--- src/rtl/viterbi_pkg.sv ---
// Shared types and defaults for the viterbi scorer front end.
// Build option: VITERBI_FEEDER_TIMEOUT_EN enables the ARM/RUN watchdog.
package viterbi_pkg;

  localparam int STATE_DEF   = 5;
  localparam int BAND_DEF    = 32;
  localparam int TIMEOUT_DEF = 1024;
  localparam int LLK_W       = 32;
  localparam int WD_W        = 16;

  typedef enum logic [2:0] {
    IDLE,
    FILL,
    LOAD,
    ARM,
    RUN,
    DONE
  } state_t;

  typedef struct packed {
    logic signed [LLK_W-1:0] d1;
    logic signed [LLK_W-1:0] d2;
    logic signed [LLK_W-1:0] d3;
  } triple_t;

endpackage

--- src/rtl/viterbi_frame_buf.sv ---
// One-frame staging buffer: STATE likelihood triples,
// one synchronous write port, one asynchronous read port.
module viterbi_frame_buf
  import viterbi_pkg::*;
#(
  parameter int STATE = STATE_DEF
) (
  input  logic                     clk,
  input  logic                     we,
  input  logic [$clog2(STATE)-1:0] waddr,
  input  triple_t                  wdata,
  input  logic [$clog2(STATE)-1:0] raddr,
  output triple_t                  rdata
);

  triple_t mem [STATE];

  // Contents survive reset; the fill counter makes stale data unreachable.
  always_ff @(posedge clk) begin
    if (we) mem[waddr] <= wdata;
  end

  assign rdata = mem[raddr];

endmodule

--- src/rtl/viterbi_feeder.sv ---
// Stages one frame of triples and drives the viterbi scorer handshake.
// Build option: VITERBI_FEEDER_TIMEOUT_EN adds a sticky ARM/RUN watchdog.
module viterbi_feeder
  import viterbi_pkg::*;
#(
  parameter int STATE   = STATE_DEF,
  parameter int BAND    = BAND_DEF,
  parameter int TIMEOUT = TIMEOUT_DEF
) (
  input  logic                       clk,
  input  logic                       reset,
  input  logic                       in_valid,
  output logic                       in_ready,
  input  logic signed [LLK_W-1:0]    in_d1,
  input  logic signed [LLK_W-1:0]    in_d2,
  input  logic signed [LLK_W-1:0]    in_d3,
  output logic                       v_start,
  output logic                       v_write,
  output logic signed [LLK_W-1:0]    v_x1,
  output logic signed [LLK_W-1:0]    v_x2,
  output logic signed [LLK_W-1:0]    v_x3,
  input  logic                       v_busy,
  input  logic                       v_dv,
  input  logic                       v_result,
  output logic                       res_valid,
  output logic                       res_bit,
  output logic [$clog2(BAND)-1:0]    res_idx,
  output logic                       sum_valid,
  output logic [$clog2(BAND+1)-1:0]  sum_ones,
  output logic                       idle,
  output logic                       err
);

  localparam int CW = $clog2(STATE);
  localparam int IW = $clog2(BAND);
  localparam int SW = $clog2(BAND+1);
  localparam logic [CW-1:0] LAST_ST = CW'(STATE-1);
  localparam logic [IW-1:0] LAST_IX = IW'(BAND-1);

  state_t        state, nxt;
  logic [CW-1:0] fill_cnt, ld_cnt;
  logic [SW-1:0] acc;
  triple_t       wr, rd, x_q, x_out;
  logic          hit, tmo;

  assign wr  = '{d1: in_d1, d2: in_d2, d3: in_d3};
  assign hit = (state == RUN) && v_dv;

  viterbi_frame_buf #(.STATE(STATE)) u_buf (
    .clk   (clk),
    .we    (in_valid && in_ready),
    .waddr (fill_cnt),
    .wdata (wr),
    .raddr (ld_cnt),
    .rdata (rd)
  );

  always_comb begin
    nxt      = state;
    in_ready = 1'b0;
    v_start  = 1'b0;
    v_write  = 1'b0;
    unique case (state)
      IDLE: nxt = FILL;
      FILL: begin
        in_ready = 1'b1;
        if (in_valid && fill_cnt == LAST_ST) nxt = LOAD;
      end
      LOAD: begin
        v_start = 1'b1;
        v_write = 1'b1;
        if (ld_cnt == LAST_ST) nxt = ARM;
      end
      ARM: begin
        v_start = 1'b1;
        if (tmo) nxt = FILL;
        else if (v_busy) nxt = RUN;
      end
      RUN: begin
        v_start = 1'b1;
        if (v_dv) nxt = DONE;
        else if (tmo) nxt = FILL;
      end
      DONE: nxt = FILL;
      default: nxt = IDLE;
    endcase
  end

  always_ff @(posedge clk or negedge reset) begin
    if (!reset) begin
      state     <= IDLE;
      fill_cnt  <= '0;
      ld_cnt    <= '0;
      x_q       <= '0;
      res_valid <= 1'b0;
      res_bit   <= 1'b0;
      res_idx   <= '0;
      sum_valid <= 1'b0;
      sum_ones  <= '0;
      acc       <= '0;
    end else begin
      state     <= nxt;
      res_valid <= hit;
      sum_valid <= hit && (res_idx == LAST_IX);
      if (state == IDLE)
        fill_cnt <= '0;
      else if (in_valid && in_ready)
        fill_cnt <= (fill_cnt == LAST_ST) ? '0 : fill_cnt + 1'b1;
      if (state == LOAD) begin
        x_q    <= rd;
        ld_cnt <= (ld_cnt == LAST_ST) ? '0 : ld_cnt + 1'b1;
      end
      // Window tally lands with res_valid so sum_valid shares the DONE cycle.
      if (hit) begin
        res_bit <= v_result;
        if (res_idx == LAST_IX) begin
          sum_ones <= acc + SW'(v_result);
          acc      <= '0;
        end else begin
          acc <= acc + SW'(v_result);
        end
      end
      if (state == DONE)
        res_idx <= (res_idx == LAST_IX) ? '0 : res_idx + 1'b1;
    end
  end

  assign x_out = (state == LOAD) ? rd : x_q;
  assign v_x1  = x_out.d1;
  assign v_x2  = x_out.d2;
  assign v_x3  = x_out.d3;
  assign idle  = ((state == IDLE) || (state == FILL)) && (fill_cnt == '0);

`ifdef VITERBI_FEEDER_TIMEOUT_EN
  logic [WD_W-1:0] wd;
  logic            err_q;

  assign tmo = ((state == ARM) || (state == RUN)) && !hit &&
               (wd == WD_W'(TIMEOUT-1));
  assign err = err_q;

  always_ff @(posedge clk or negedge reset) begin
    if (!reset) begin
      wd    <= '0;
      err_q <= 1'b0;
    end else begin
      if ((state == ARM) || (state == RUN)) wd <= wd + 1'b1;
      else wd <= '0;
      if (tmo) err_q <= 1'b1;
    end
  end
`else
  assign tmo = 1'b0;
  assign err = 1'b0;
`endif

endmodule
--- config.mk ---
export PLATFORM = sky130hd
export DESIGN_NAME = viterbi_feeder
export DESIGN_NICKNAME = d
export VERILOG_FILES = /design/src/rtl/viterbi_pkg.sv /design/src/rtl/viterbi_frame_buf.sv /design/src/rtl/viterbi_feeder.sv
export SDC_FILE = /design/constraint.sdc
export NUM_CORES = 1
export LEC_CHECK = 0
export CAP_MARGIN = 10
export CORE_ASPECT_RATIO = 1.5
export CORE_UTILIZATION = 35
export CTS_BUF_LIST = sky130_fd_sc_hd__clkbuf_8 sky130_fd_sc_hd__clkbuf_16
export CTS_CLUSTER_DIAMETER = 40
export DETAILED_ROUTE_END_ITERATION = 10
export PLACE_DENSITY = 0.66
export SYNTH_ARGS = -nofsm -noshare
export SYNTH_HDL_FRONTEND = slang
export SYNTH_HIERARCHICAL = 1
export SYNTH_SLANG_ARGS = --single-unit
--- constraint.sdc ---
create_clock -name clk -period 8.4 [get_ports clk]
set_clock_uncertainty 0.2 [all_clocks]
set_input_delay 2.1 -clock clk [delete_from_list [all_inputs] [get_ports clk]]
set_output_delay 2.1 -clock clk [all_outputs]
set_load 0.02 [all_outputs]
# Yosys cells after proc, flatten, opt, wreduce, memory -nomap -nowiden
# Memories as Yosys holds them, arrays and structs flattened.
# Index checks and enable logic that the tools add are counted.
op_classes:
  n_reduce_logical: 13
  n_mux: 17
  n_eq_ne: 12
  add_sub_neg: 4
op_table:
  columns: ["cell", "count"]
  rows:
  - ["96-bit 2-to-1 mux", 1]
  - ["3-bit 2-to-1 mux", 8]
  - ["3-bit case mux with 5 select lines", 1]
  - ["3-bit == test (second input constant)", 4]
  - ["3-bit by 1-bit adder with 3-bit output (second input constant)", 2]
  - ["6-bit by 1-bit adder with 6-bit output", 1]
  - ["3-bit by 2-bit == test with 1-bit output (second input constant)", 2]
  - ["3-bit zero test", 2]
  - ["6-bit 2-to-1 mux", 1]
  - ["2-bit != test (second input constant)", 3]
  - ["5-bit by 1-bit adder with 5-bit output (second input constant)", 1]
  - ["5-bit == test (second input constant)", 1]
  - ["1-bit logical AND", 5]
  - ["1-bit 2-to-1 mux", 5]
  - ["5-bit 2-to-1 mux", 1]
  - ["4-bit AND reduction", 1]
  - ["3-bit by 1-bit == test with 1-bit output (second input constant)", 1]
  - ["3-bit OR reduction", 1]
  - ["2-bit by 1-bit != test with 1-bit output (second input constant)", 1]
  - ["2-bit AND reduction", 1]
  - ["2-bit nonzero test", 1]
  - ["2-bit OR reduction", 1]
  - ["1-bit logical OR", 1]
totals:
  mem_bits_rw: 480
  n_memories: 1
  input_bits: 102
  ff_bits: 125
  word_cells: 59
mem_list:
  columns: ["memory", "words", "word_bits", "rd", "rd_clocked_by_memory_dff", "write_ports", "line_no", "rtl"]
  rows:
  - ["u_buf.mem", 5, 96, 1, 0, 1, "viterbi_frame_buf.sv:16", "triple_t mem [STATE];"]

# Longest topological paths before layout
logic_depth:
  depth_word: 5
  depth_mapped: 8

# Hierarchy
# The synthesis kept the hierarchy.
by_module_without_submodules:
  columns: ["mod", "instances", "area_per_inst_um2", "cells_each", "seq_area_each_um2"]
  rows:
  - ["viterbi_frame_buf", 1, 18886.9, 1034, 14413.8]
  - ["viterbi_feeder", 1, 5072.4, 351, 3128.0]

# Worst setup path before layout
# No wires, ideal clock.
synth_timing:
  path_kind: "input to register"
  from: "in in_valid"
  to: "mem u_buf/mem[0][0] (netlist bit) (enable)"
  slack_ns: -1.946
  stages: 3
  path_buffers: 0
  setup_time_ns: 0.688
  arrival_time_ns: 9.458
  path_cell_list: "and3_1 > nor2b_1 > nor3b_1"
synth_via:
  elab_chain_cells: 3
synth_rtl:
  columns: ["item", "line_no", "rtl"]
  rows:
  - ["start: declaration", "viterbi_feeder.sv:12", "input logic in_valid,"]
  - ["1-bit logical AND", "viterbi_feeder.sv:51", ".we (in_valid && in_ready),"]
  - ["1-bit 2-to-1 mux", "viterbi_frame_buf.sv:20", "if (we) mem[waddr] <= wdata;"]
  - ["1-bit 2-to-1 mux (implied by the code)", "viterbi_frame_buf.sv:20", null]
  - ["end: declaration", "viterbi_frame_buf.sv:16", null]
# Every way passes these cells.

==> results.yml <==
cts:
  worstSkewPairLatency_ns: 0.61
  cts.reportedPaths.clkPinSlew_ns: 0.05
  numCtsBuffers: 80
  cts_htree_levels: 3
  cts_hold_buf: 0
  cts_resized: 0
  cts_tree: "done"
  clockRootBuffer: "clkbuf_16"
  postCtsSetupRepairBufs: 0
  clockBufferDepth: 3
  clock-sinks: 605
worst_setup_path:
  cp_data_required_time_ns: 6.10
  cpLargestDelayFamily: "buffers and inverters"
  crit_chain: "nand2b_4 -> buf_4 -> a211oi_1 -> a221oi_1 -> mux2_2 -> clkdlybuf4s50_1"
  setup.worst_path.end_class: "output port"
  max_stage_delay_ns: 0.88
  critPathBufInv: 2
  slowest_stage: "dfrtp_4"
  critPathKind: "reg2out"
  arrival_ns: 4.00
  path_max_fanout: 45
  start_kind: "flip-flop"
sta:
  setup_ws_ns: 2.101
  min_period_ns: 6.299
  period_share: 0.7499
  tightest_slew_ns: 1.174
  hold_viol: 0
  hold_ws_ns: 0.2897
  relSlewSlack: 0.2174
  rsz0062_at_grt: "false"
  fin_setup_tns_ns: 0
  fmax_ghz: 0.1588
  slew_violations: 0
  setup_viol_count_final: 0
die:
  row_count: 117
  start_util: 0.3535
  dieArea_um2: 69530
  ios: 217
  die_y_um: 322.4
  die_w_um: 215.6
  coreArea_um2: 67780
worst_hold_path:
  holdCritPathClass: "reg2reg"
drt:
  drc: 0
  drt_iter0_drc: 747
  vias: 12824
  wl_um: 54070
  ant_nets: 0
  post_drt_via_cell_ratio: 4.969
  firstDrtPassIters: 6
  wl_per_cell_um: 20.95
power_and_ir_drop:
  p_leak_nw: 10.50
  pwr-share-clk: 0.346
  p_sw_mw: 3.014
  p_int_mw: 6.836
  ir_drop_uv: 204.5
  combPwrFrac: 0.246
  swShare: 0.3060
  seq_power_share: 0.408
  p_per_area_nw_per_um2: 332.2
logic_synthesis:
  syn-cell-area_um2: 23960
  synth_seq_area_share: 0.7322
  synth_edf_count: 480
  syn_area_per_cell_um2: 17.30
  yosys-mux-area-fraction: 0.08742
  async_flop_share: 0.2066
  synth_xor_area_frac: 0.0007311
  synth_seq_cells: 605
  synth_nets: 1495
  synth_compound_area_frac: 0.09431
  synth_top_family_by_area: "compound AO/OA/AOI/OAI gates"
  synth_warnings: 6
  synth_cell_types: 49
  synthAdderAreaFrac: 0.004178
  synth_ff_type: "edfxtp_1"
  synthCells: 1385
  yosys.area_share.simple: 0.03953
grt:
  grt_pass1_vias: 13257
  antenna_found_initial: 5
  grt_usage: 0.1554
  grt_max_degree: 103
  grt-ovfl-total: 0
  grt_pass1_wl_um: 81570
layout:
  drive_gt1_frac: 0.2109
  area_growth_pct: 23.77
  stdcell_area_um2: 29650
  nNetsFinal: 1730
  multi_input_area_um2: 5473
  nFillCells: 5950
  final_util: 0.4375
  seq_area_um2: 17550
  final_common_cell: "edfxtp_1"
  final_cell_mix: "480 x edfxtp_1, 214 x clkdlybuf4s50_1, 123 x dfrtp_1, 108 x inv_1, 101 x nor2b_1"
placed_design:
  place_congestion: 0.7604
  dp_hpwl_um: 28640
  postPlaceCellArea_um2: 26900
  io_buffers: 215
  post-place-ws_ns: 2.620
status:
  status: "finished clean"
flow_run:
  cap_violations: 0
worst reg2reg max path, cell delays in order (launching register included):
cell and delay [ns]:
dfrtp_1 0.49, nor2_1 0.36, and3_1 0.24, nor2b_1 0.28, and3b_4 0.74, buf_4 0.63
flip-flops by register name, indices dropped and copies added, names as in the netlist, 3 cells and up:
name and cells:
x_q 96, u_buf/mem 480, state 3, res_idx 5, sum_ones 6, fill_cnt 3, acc 6, ld_cnt 3
cells in the mapped netlist (16+ instances only):
cell type	count	area [um2]
a211oi_1	56	420.4
nor2b_1	101	631.9
a211oi_2	40	500.5
mux2_2	98	1104
a221oi_2	40	600.6
inv_1	101	379.1
nand2_1	16	60.06
dfrtp_1	125	3128
buf_4	16	120.1
edfxtp_1	480	14410
mux2i_1	96	960.9
a221oi_1	57	499.2
clkbuf_1	23	86.33
buf_6	30	337.8
final timing paths:
kind | start | to | slack (ns) | cells after the start
setup / recovery | ld_cnt[2] | v_x2[20] | 2.10 | 6
hold / removal | res_bit | res_bit | 0.29 | 2
setup reg to reg | state[2] | u_buf/mem[1][92] | 5.05 | 5
hold reg to reg | res_bit | res_bit | 0.29 | 2
max in group asynchronous | reset | x_q[44] | 5.22 | 2
min in group asynchronous | reset | x_q[81] | 1.34 | 1
power groups by stage:
stage / logic (mW) / registers (mW) / clock network, mW
5_1_grt: 2.63 / 4.07 / 3.62
3_5_place_dp: 2.47 / 4.08 / 0
4_1_cts: 2.48 / 4.02 / 3.50
2_1_floorplan: 1.70 / 4.05 / 0
6_report: 2.42 / 4.02 / 3.41
3_3_place_gp: 2.44 / 4.05 / 0
routing by layer:
| layer | track usage | wire (um) | part of all wire | up-vias |
|---|---|---|---|---|
| li1 | - | - | - | 5821 |
| met1 | 0.1956 | 23290 | 0.43 | 6609 |
| met2 | 0.2627 | 26920 | 0.50 | 292 |
| met3 | 0.03668 | 2691 | 0.050 | 94 |
| met4 | 0.05012 | 1112 | 0.021 | 8 |
| met5 | 0 | 49 | 0.00091 | - |
metrics by stage:
step / power, mW / instances
2_1_floorplan: 5.744 / 1385
3_3_place_gp: 6.489 / 2430
3_5_place_dp: 6.554 / 2430
6_report: 9.850 / 2581
5_1_grt: 10.32 / 2581
4_1_cts: 10.00 / 2580
layout make-up:
type,instances,area share
timing repair buffer,235,0.08021
clock inverter,64,0.02241
tap,892,0.03764
clock buffer,86,0.07030
sequential,605,0.5918
multi-input combinational,596,0.1846
inverter,102,0.01300
antenna,1,0.00008439
cell families (layout without fill, tap and decap cells):
group	Yosys count	count (layout)
other	1	2
DFF	605	605
xor gates and xnor gates	2	2
buffers and inverters	184	487
and+or+nand+nor	156	156
AOI/OAI and AO/OA	233	233
adders and majority gates	8	8
muxes	196	196
Note: power is estimated with default switching activity, not from simulation.
